**src/rtl/instr_fetch_unit_if.sv**
```systemverilog
// Bundle of the fetch unit's memory, redirect and decode-side handshakes.
// The master modport is the fetch unit; the slave modport is memory, branch logic and decode.
interface instr_fetch_unit_if #(
  parameter int PC_W = 24
);
  logic            imem_req;
  logic [PC_W-1:0] imem_addr;
  logic            imem_ack;
  logic [23:0]     imem_rdata;
  logic            redirect;
  logic [PC_W-1:0] redirect_pc;
  logic            id_valid;
  logic            id_ready;
  logic [23:0]     id_instr;
  logic [PC_W-1:0] id_pc;
  logic [3:0]      id_opcode;

  modport master (
    output imem_req, imem_addr, id_valid, id_instr, id_pc, id_opcode,
    input  imem_ack, imem_rdata, redirect, redirect_pc, id_ready
  );

  modport slave (
    input  imem_req, imem_addr, id_valid, id_instr, id_pc, id_opcode,
    output imem_ack, imem_rdata, redirect, redirect_pc, id_ready
  );
endinterface

```
**src/rtl/instr_fetch_unit.sv**
```systemverilog
// Fetch stage: program counter, single-outstanding instruction memory request,
// 2-entry instruction FIFO toward decode, and branch redirect with in-flight kill.
module instr_fetch_unit #(
  parameter int              PC_W     = 24,
  parameter logic [PC_W-1:0] RESET_PC = {PC_W{1'b0}}
) (
  input  logic               clk,
  input  logic               rst_n,
  instr_fetch_unit_if.master bus
);
  typedef enum logic [1:0] {
    ST_IDLE  = 2'd0,
    ST_REQ   = 2'd1,
    ST_DRAIN = 2'd2
  } state_e;

  state_e          state_q, state_d;
  logic [PC_W-1:0] pc_q, pc_d;
  logic [PC_W-1:0] drain_addr_q, drain_addr_d;
  logic [23:0]     instr_q [2];
  logic [23:0]     instr_d [2];
  logic [PC_W-1:0] epc_q [2];
  logic [PC_W-1:0] epc_d [2];
  logic            rd_ptr_q, rd_ptr_d;
  logic            wr_ptr_q, wr_ptr_d;
  logic [1:0]      count_q, count_d;
  logic            push_s;
  logic            pop_s;

  // Next-state, PC and FIFO bookkeeping; a redirect overrides any push.
  always_comb begin
    state_d      = state_q;
    pc_d         = pc_q;
    drain_addr_d = drain_addr_q;
    instr_d      = instr_q;
    epc_d        = epc_q;
    rd_ptr_d     = rd_ptr_q;
    wr_ptr_d     = wr_ptr_q;
    count_d      = count_q;
    push_s       = 1'b0;
    pop_s        = (count_q != 2'd0) && bus.id_ready;

    if (bus.redirect) begin
      pc_d     = bus.redirect_pc;
      count_d  = 2'd0;
      rd_ptr_d = 1'b0;
      wr_ptr_d = 1'b0;
      case (state_q)
        ST_IDLE: state_d = ST_REQ;
        ST_REQ: begin
          if (bus.imem_ack) begin
            state_d = ST_REQ;
          end else begin
            state_d      = ST_DRAIN;
            drain_addr_d = pc_q;
          end
        end
        // If the killed fetch completes in this very cycle there is nothing left to drain.
        ST_DRAIN: begin
          if (bus.imem_ack) begin
            state_d = ST_REQ;
          end else begin
            state_d = ST_DRAIN;
          end
        end
        default: state_d = ST_IDLE;
      endcase
    end else begin
      push_s = (state_q == ST_REQ) && bus.imem_ack;
      if (push_s) begin
        instr_d[wr_ptr_q] = bus.imem_rdata;
        epc_d[wr_ptr_q]   = pc_q;
        wr_ptr_d          = ~wr_ptr_q;
        pc_d              = pc_q + {{(PC_W-1){1'b0}}, 1'b1};
      end else begin
        wr_ptr_d = wr_ptr_q;
      end
      if (pop_s) begin
        rd_ptr_d = ~rd_ptr_q;
      end else begin
        rd_ptr_d = rd_ptr_q;
      end
      count_d = count_q + {1'b0, push_s} - {1'b0, pop_s};
      case (state_q)
        ST_IDLE: begin
          if (count_q < 2'd2) begin
            state_d = ST_REQ;
          end else begin
            state_d = ST_IDLE;
          end
        end
        ST_REQ: begin
          if (bus.imem_ack && (count_d >= 2'd2)) begin
            state_d = ST_IDLE;
          end else begin
            state_d = ST_REQ;
          end
        end
        ST_DRAIN: begin
          if (bus.imem_ack) begin
            state_d = ST_REQ;
          end else begin
            state_d = ST_DRAIN;
          end
        end
        default: state_d = ST_IDLE;
      endcase
    end
  end

  // State, PC and FIFO registers with synchronous active-low reset.
  always_ff @(posedge clk) begin
    if (!rst_n) begin
      state_q      <= ST_IDLE;
      pc_q         <= RESET_PC;
      drain_addr_q <= {PC_W{1'b0}};
      instr_q[0]   <= 24'd0;
      instr_q[1]   <= 24'd0;
      epc_q[0]     <= {PC_W{1'b0}};
      epc_q[1]     <= {PC_W{1'b0}};
      rd_ptr_q     <= 1'b0;
      wr_ptr_q     <= 1'b0;
      count_q      <= 2'd0;
    end else begin
      state_q      <= state_d;
      pc_q         <= pc_d;
      drain_addr_q <= drain_addr_d;
      instr_q      <= instr_d;
      epc_q        <= epc_d;
      rd_ptr_q     <= rd_ptr_d;
      wr_ptr_q     <= wr_ptr_d;
      count_q      <= count_d;
    end
  end

  assign bus.imem_req  = (state_q != ST_IDLE);
  assign bus.imem_addr = (state_q == ST_DRAIN) ? drain_addr_q : pc_q;
  assign bus.id_valid  = (count_q != 2'd0);
  assign bus.id_instr  = instr_q[rd_ptr_q];
  assign bus.id_pc     = epc_q[rd_ptr_q];
  assign bus.id_opcode = instr_q[rd_ptr_q][23:20];
endmodule

```
**src/flat_wrapper.sv**
```systemverilog
// flat-port wrapper written by rule: the top's interface ports become plain ports
module instr_fetch_unit_flat 
#(
  parameter int              PC_W     = 24,
  parameter logic [PC_W-1:0] RESET_PC = {PC_W{1'b0}}
)
  (clk, rst_n, bus_imem_req, bus_imem_addr, bus_id_valid, bus_id_instr, bus_id_pc, bus_id_opcode, bus_imem_ack, bus_imem_rdata, bus_redirect, bus_redirect_pc, bus_id_ready);
  instr_fetch_unit_if #(.PC_W(PC_W)) bus_i ();
  input  logic clk;
  input  logic rst_n;
  output wire logic [$bits(bus_i.imem_req)-1:0] bus_imem_req;
  output wire logic [$bits(bus_i.imem_addr)-1:0] bus_imem_addr;
  output wire logic [$bits(bus_i.id_valid)-1:0] bus_id_valid;
  output wire logic [$bits(bus_i.id_instr)-1:0] bus_id_instr;
  output wire logic [$bits(bus_i.id_pc)-1:0] bus_id_pc;
  output wire logic [$bits(bus_i.id_opcode)-1:0] bus_id_opcode;
  input wire logic [$bits(bus_i.imem_ack)-1:0] bus_imem_ack;
  input wire logic [$bits(bus_i.imem_rdata)-1:0] bus_imem_rdata;
  input wire logic [$bits(bus_i.redirect)-1:0] bus_redirect;
  input wire logic [$bits(bus_i.redirect_pc)-1:0] bus_redirect_pc;
  input wire logic [$bits(bus_i.id_ready)-1:0] bus_id_ready;
  assign bus_imem_req = bus_i.imem_req;
  assign bus_imem_addr = bus_i.imem_addr;
  assign bus_id_valid = bus_i.id_valid;
  assign bus_id_instr = bus_i.id_instr;
  assign bus_id_pc = bus_i.id_pc;
  assign bus_id_opcode = bus_i.id_opcode;
  assign bus_i.imem_ack = bus_imem_ack;
  assign bus_i.imem_rdata = bus_imem_rdata;
  assign bus_i.redirect = bus_redirect;
  assign bus_i.redirect_pc = bus_redirect_pc;
  assign bus_i.id_ready = bus_id_ready;
  instr_fetch_unit #(.PC_W(PC_W), .RESET_PC(RESET_PC)) u_core (.clk(clk), .rst_n(rst_n), .bus(bus_i));
endmodule
```
**config.mk**
```make
export PLATFORM = sky130hd
export DESIGN_NAME = instr_fetch_unit_flat
export DESIGN_NICKNAME = d
export VERILOG_FILES = /design/src/rtl/instr_fetch_unit_if.sv /design/src/rtl/instr_fetch_unit.sv /design/src/flat_wrapper.sv
export SDC_FILE = /design/constraint.sdc
export NUM_CORES = 1
export LEC_CHECK = 0
export BUFFER_PORTS_ARGS = -buffer_cell sky130_fd_sc_hd__buf_4
export CORE_ASPECT_RATIO = 0.6
export CORE_MARGIN = 5
export CORE_UTILIZATION = 50
export DETAILED_ROUTE_END_ITERATION = 10
export PLACE_DENSITY = 0.76
export SLEW_MARGIN = 25
export SYNTH_ARGS = -nofsm -noshare
export SYNTH_HDL_FRONTEND = slang
export SYNTH_SLANG_ARGS = --single-unit
```
**constraint.sdc**
```tcl
create_clock -name clk -period 2 [get_ports clk]
set_clock_uncertainty 0.15 [all_clocks]
set_input_delay 0.2 -clock clk [delete_from_list [all_inputs] [get_ports clk]]
set_output_delay 0.2 -clock clk [all_outputs]
set_load 0.1 [all_outputs]
```
==> results of run 1 <==
==> area by class of cell <==
| class | instances | area, um^2 |
|---|---|---|
| tap | 198 | 247.7 |
| inverter | 13 | 53.80 |
| clock inverter | 14 | 163.9 |
| timing repair buffer | 247 | 2466 |
| sequential | 150 | 3010 |
| fill | 1045 | 3979 |
| multi-input combinational | 622 | 4061 |
| clock buffer | 18 | 439.2 |
==> routing by layer <==
| metal | GRT usage | wire length [um] |
|---|---|---|
| met1 | 0.3388 | 9717 |
| met5 | 0 | 0 |
| met3 | 0.05634 | 1692 |
| met4 | 0.07239 | 421 |
| met2 | 0.3920 | 9805 |
==> cells by family after synthesis <==
family,after synthesis,share of synthesized area
buffers and inverters,95,0.06451
AND/OR/NAND/NOR,348,0.2087
adder cells (fa/ha/maj),7,0.01195
multiplexers,70,0.1074
flip-flops,150,0.4096
XOR/XNOR,15,0.01792
AO/OA/AOI/OAI,182,0.1799
==> stage by stage <==
| step | total power [W] | instance area (um^2) | utilization |
|---|---|---|---|
| after floorplan | 0.004460 | 7447 | - |
| after global placement | 0.004901 | 8787 | 0.6093 |
| after detailed placement | 0.004912 | 8787 | 0.6093 |
| after CTS | 0.008418 | 10330 | 0.7166 |
| after global routing | 0.008725 | 10440 | 0.7241 |
| final | 0.008437 | 10440 | 0.7241 |
==> what timing repair did <==
action / in CTS / in global routing
endpoints found under the setup margin: 45 / 64
pin swaps: 6 / 5
gates resized for setup: 82 / 22
hold buffers: 48 / 0
cloned: 3 / 1
endpoints found under the hold margin: 72 / 0
buffers inserted: 6 / 5
==> sequential cells by signal, summed over array words and instances, names as in the netlist <==
name / flops
u_core.count_q: 2
u_core.state_q: 2
u_core.wr_ptr_q: 1
u_core.pc_q: 24
u_core.epc_q: 48
u_core.drain_addr_q: 24
u_core.rd_ptr_q: 1
u_core.instr_q: 48
==> report_power, final <==
group	leakage, nW	total [W]	internal [W]	switching, W
combinational	2.60	0.00199	0.000731	0.00126
sequential	1.22	0.00316	0.00309	0.0000691
clock	0.292	0.00329	0.00191	0.00138
==> cell usage after synthesis, types with 2 or more instances <==
master	number
a32oi_1	2
nor4_1	3
nand2b_1	7
dfxtp_1	150
ha_1	7
a21oi_1	6
buf_4	11
o21ai_0	22
o211a_1	9
or3_1	4
and2_1	4
or4_1	5
nand4_1	7
a31oi_1	6
buf_6	6
buf_1	9
nor3_1	6
nand3_1	22
buf_2	15
xor2_1	5
mux2_2	69
and3_1	6
nand2_1	266
xnor2_1	10
o211ai_1	5
o31ai_1	6
a21boi_1	5
nand4_4	2
clkbuf_1	39
and3b_1	2
nor2_1	4
a21boi_0	117
inv_1	12
==> worst paths after layout <==
check / startpoint / end / slack (ns) / cells after the start
setup / recovery: u_core.state_q[0] / bus_imem_addr[6] / -0.1 / 6
hold / removal: bus_redirect / u_core.pc_q[4] / 0.04 / 2
setup reg to reg: u_core.count_q[1] / u_core.state_q[0] / -0.02 / 9
hold reg to reg: u_core.instr_q[43] / u_core.instr_q[43] / 0.30 / 2
==> results.py, run 1 <==
metrics = {
    "synthesis": {
        "synth_top_area_frac": 0.4096,
        "synth_area_leaders": "dfxtp_1 (41%), nand2_1 (14%), a21boi_0 (12%), mux2_2 (11%), clkbuf_1 (2.0%)",
        "synthFlopType": "dfxtp_1",
        "ys_seq_area_frac": 0.4096,
        "synth_area_um2": 7331,
        "avgSynthCellArea_um2": 8.455,
        "netlist_instances": 867,
        "synthesis.nets": 927,
        "synth_edf_count": 0,
        "synth.largest_area_cell": "dfxtp_1",
        "synth_warnings": 0,
        "yosysUniqueCellTypes": 51,
        "synthArstFlopShare": 0,
        "synth-seq-cells": 150,
    },
    "pwr": {
        "power.density_nw_per_um2": 808.0,
        "power_leakage_nw": 4.114,
        "vdd_drop_max_v": 0.0006027,
    },
    "sta": {
        "final_max_slew_viol_count": 0,
        "layout_setup_ws_ns": -0.09839,
        "slew_headroom": 0.7338,
        "hold_ws_ns": 0.03533,
        "fin_crit_ns": 2.098,
        "tightest_slew_ns": 0.3993,
        "hold_viol": 0,
        "setup_tns_ns": -0.6630,
        "timing.final.crit_share": 1.049,
        "rsz0062_at_grt": "true",
        "timing.fmax_ghz": 0.4766,
        "setup_viol": 14,
    },
    "drt": {
        "antenna_left": 0,
        "drc": 0,
        "drt-vias-per-instance": 5.353,
        "vias": 6755,
        "drt_iter0_drc": 652,
        "totalWireLength_um": 21640,
        "drtPass1Iterations": 5,
        "wire_per_inst_um": 17.14,
    },
    "cts": {
        "htreeDepth": 4,
        "cts_tree": "built",
        "numCtsBuffers": 17,
        "clock_latency_ns": 0.42,
        "root_buffer": "clkbuf_16",
        "cts_buffer_depth": 2,
        "clock_sinks": 150,
        "cts.clk_slew.worst_paths_ns": 0.07,
    },
    "status": {
        "status": "finished, violations left",
        "violations": "setup timing",
    },
    "grt": {
        "grt_pass1_wl_um": 35360,
        "first_global_vias": 6784,
        "grt.overflow.total": 0,
        "grt_usage": 0.2471,
        "antenna_found_initial": 0,
        "grt_start_max_net_pins": 113,
    },
    "worst_setup_path": {
        "cp_slowest_cell": "dfxtp_2",
        "start_kind": "flip-flop",
        "crit_buf_inv": 4,
        "worstPathCellList": "inv_2 -> ha_4 -> buf_12 -> buf_16 -> mux2_4 -> buf_12",
        "critPathKind": "flip-flop to output port",
        "worst_ep_arrival_time_ns": 1.75,
        "cp-end-kind": "output port",
        "critPathMaxFanout": 6,
        "crit_top_cell": "buf_12",
        "critPathRequiredTime_ns": 1.65,
        "cpPeakStageDelay_ns": 0.33,
        "cpLargestDelayFamily": "buffers and inverters",
    },
    "floorplanning": {
        "die_y_um": 103.8,
        "io_pins": 131,
        "core_um2": 14420,
        "initial_core_util": 0.5083,
        "rows": 34,
        "die_w_um": 166.3,
        "dieArea_um2": 17260,
    },
    "placement": {
        "post-place-ws_ns": -0.02590,
        "dpl.cell_count": 1169,
        "port_buffers": 130,
        "gp_congestion": 0.8979,
        "hpwl_um": 13030,
    },
    "final_layout": {
        "fin_nets": 1111,
        "area_growth_pct": 42.45,
        "final_common_cell": "nand2_1",
        "diodes": 0,
        "drive_gt1_frac": 0.3120,
        "instances_no_fill": 1262,
        "mostFrequentLayoutCells": "nand2_1 (265), buf_4 (148), dfxtp_1 (146)",
    },
    "job": {
        "maxCapViolations": 0,
    },
    "hold_path": {
        "hold_path_class": "primary input to flip-flop",
    },
}
Note: power is estimated with default switching activity, not from simulation.
==> run 2: changes to the inputs <==
--- a/config.mk
+++ b/config.mk
@@ -10,7 +10,7 @@
 export CORE_MARGIN = 5
 export CORE_UTILIZATION = 50
 export DETAILED_ROUTE_END_ITERATION = 10
-export PLACE_DENSITY = 0.76
+export PLACE_DENSITY = 0.79
 export SLEW_MARGIN = 25
 export SYNTH_ARGS = -nofsm -noshare
 export SYNTH_HDL_FRONTEND = slang
==> run 2 against run 1 <==
The run still ends with setup timing left. Maximum frequency hardly changed. Wire length is 2.6% higher. Critical path depth is 1 lower. Cell count is 0.48% lower. Cell area is 0.81% lower. Sequential cell count stayed put. Register-to-register slack better by 0.03 ns. Sequential share of layout area is 0.24 points higher. Clock-buffer cell count is 2 higher. Die area stayed put.
==> results.py, run 2 (synthesis results as in run 1) <==
metrics = {
    "cts": {
        "cts_buffer_depth": 2,
        "numCtsBuffers": 17,
        "cts_tree": "built",
        "htreeDepth": 4,
        "root_buffer": "clkbuf_16",
        "cts.clk_slew.worst_paths_ns": 0.06,
        "clock_latency_ns": 0.41,
        "clock_sinks": 150,
    },
    "worst_setup_path": {
        "critPathRequiredTime_ns": 1.65,
        "cp-end-kind": "output port",
        "worstPathCellList": "inv_2 -> ha_4 -> clkbuf_16 -> mux2_2 -> buf_6",
        "cp_slowest_cell": "mux2_2",
        "start_kind": "flip-flop",
        "worst_ep_arrival_time_ns": 1.75,
        "critPathKind": "flip-flop to output port",
        "cpPeakStageDelay_ns": 0.35,
        "critPathMaxFanout": 8,
    },
    "sta": {
        "slew_headroom": 0.7559,
        "fin_crit_ns": 2.100,
        "final_max_slew_viol_count": 0,
        "layout_setup_ws_ns": -0.09981,
        "timing.fmax_ghz": 0.4762,
        "tightest_slew_ns": 0.3628,
        "setup_tns_ns": -1.256,
        "rsz0062_at_grt": "true",
        "setup_viol": 19,
        "timing.final.crit_share": 1.050,
        "hold_viol": 0,
    },
    "grt": {
        "antenna_found_initial": 0,
        "grt.overflow.total": 0,
        "grt_pass1_wl_um": 34350,
        "grt_start_max_net_pins": 77,
        "first_global_vias": 6629,
        "grt_usage": 0.2406,
    },
    "drt": {
        "wire_per_inst_um": 17.68,
        "antenna_left": 0,
        "drt-vias-per-instance": 5.509,
        "drtPass1Iterations": 6,
        "vias": 6919,
        "totalWireLength_um": 22210,
        "drt_iter0_drc": 681,
        "drc": 0,
    },
    "floorplanning": {
        "io_pins": 131,
        "rows": 34,
        "dieArea_um2": 17260,
        "die_w_um": 166.3,
        "core_um2": 14420,
        "initial_core_util": 0.5083,
        "die_y_um": 103.8,
    },
    "pwr": {
        "clockPowerShare": 0.393,
        "internal_power_w": 0.005809,
        "power.density_nw_per_um2": 811.3,
        "vdd_drop_max_v": 0.0005708,
        "p_seq_frac": 0.376,
        "power_w": 0.008403,
        "power_leakage_nw": 4.130,
        "p_sw_frac": 0.3087,
        "p_comb_frac": 0.231,
        "p_sw_w": 0.002594,
    },
    "placement": {
        "gp_congestion": 0.8943,
        "hpwl_um": 13160,
        "port_buffers": 130,
    },
    "final_layout": {
        "area_growth_pct": 41.29,
        "fin_nets": 1106,
        "finish.utilization": 0.7182,
        "mostFrequentLayoutCells": "nand2_1 (263), dfxtp_1 (146), buf_4 (143)",
        "final_common_cell": "nand2_1",
        "diodes": 0,
        "top_regs": "u_core.epc_q: 48 flops, u_core.instr_q: 48 flops",
        "drive_gt1_frac": 0.3100,
    },
    "status": {
        "violations": "setup timing",
        "status": "finished, violations left",
    },
    "hold_path": {
        "hold_path_class": "primary input to flip-flop",
    },
    "job": {
        "maxCapViolations": 0,
    },
}
run 2: layout make-up:
type / instances / area (um^2)
fill: 1076 / 4064
clock inverter: 11 / 147.6
sequential: 150 / 3010
tap: 198 / 247.7
timing repair buffer: 242 / 2402
multi-input combinational: 622 / 4039
clock buffer: 20 / 456.7
inverter: 13 / 53.80
run 2: timing repair:
| item | in CTS | in global routing |
|---|---|---|
| cloned | 2 | 5 |
| pin swaps | 3 | 3 |
| setup endpoints to repair | 36 | 96 |
| endpoints found under the hold margin | 72 | 0 |
| hold buffers | 48 | 0 |
| setup buffers | 2 | 5 |
| gates resized for setup | 30 | 55 |
run 2: worst max-delay path: cells and delay by family, from the launching register on:
kind / cells / cell delay, ns
buf+inv: 3 / 0.45
mux: 1 / 0.35
flops: 1 / 0.32
fa+ha+maj: 1 / 0.22
run 2: layer usage:
layer  vias up  global-route usage  wire, um
li1       3295                   -         -
met1      3279              0.3397     10080
met2       315              0.3810     10090
met3        30             0.04872      1764
met4         0             0.05604       269
met5         -                   0         0
run 2: stage by stage:
stage / hold slack (ns) / std cells / area (um^2) / worst slack [ns]
6_report: 0.04009 / 1256 / 10360 / -0.09981
5_1_grt: 0.07044 / 1256 / 10360 / -0.1445
4_1_cts: 0.01329 / 1246 / 10010 / -0.1095
3_5_place_dp: 0.2758 / 1163 / 8755 / -0.004267
3_3_place_gp: 0.2812 / 1163 / 8755 / 0.02167
2_1_floorplan: 0.1848 / 867 / 7447 / -0.1396
run 2: power groups by stage:
| stage | Combinational [W] | Clock (W) | Sequential, W |
|---|---|---|---|
| floorplan | 0.00126 | 0 | 0.00320 |
| global placement | 0.00169 | 0 | 0.00322 |
| detailed placement | 0.00170 | 0 | 0.00322 |
| CTS | 0.00183 | 0.00333 | 0.00316 |
| global route | 0.00203 | 0.00348 | 0.00317 |
| finish | 0.00194 | 0.00330 | 0.00316 |
run 2: worst paths after layout:
check,to,cells after the start,slack [ns],startpoint
max,bus_imem_addr[23],5,-0.1,u_core.state_q[0]
min reg2reg,u_core.instr_q[43],2,0.30,u_core.instr_q[43]
max reg2reg,u_core.state_q[0],9,0.01,u_core.count_q[1]
min,u_core.pc_q[22],5,0.04,bus_redirect_pc[22]
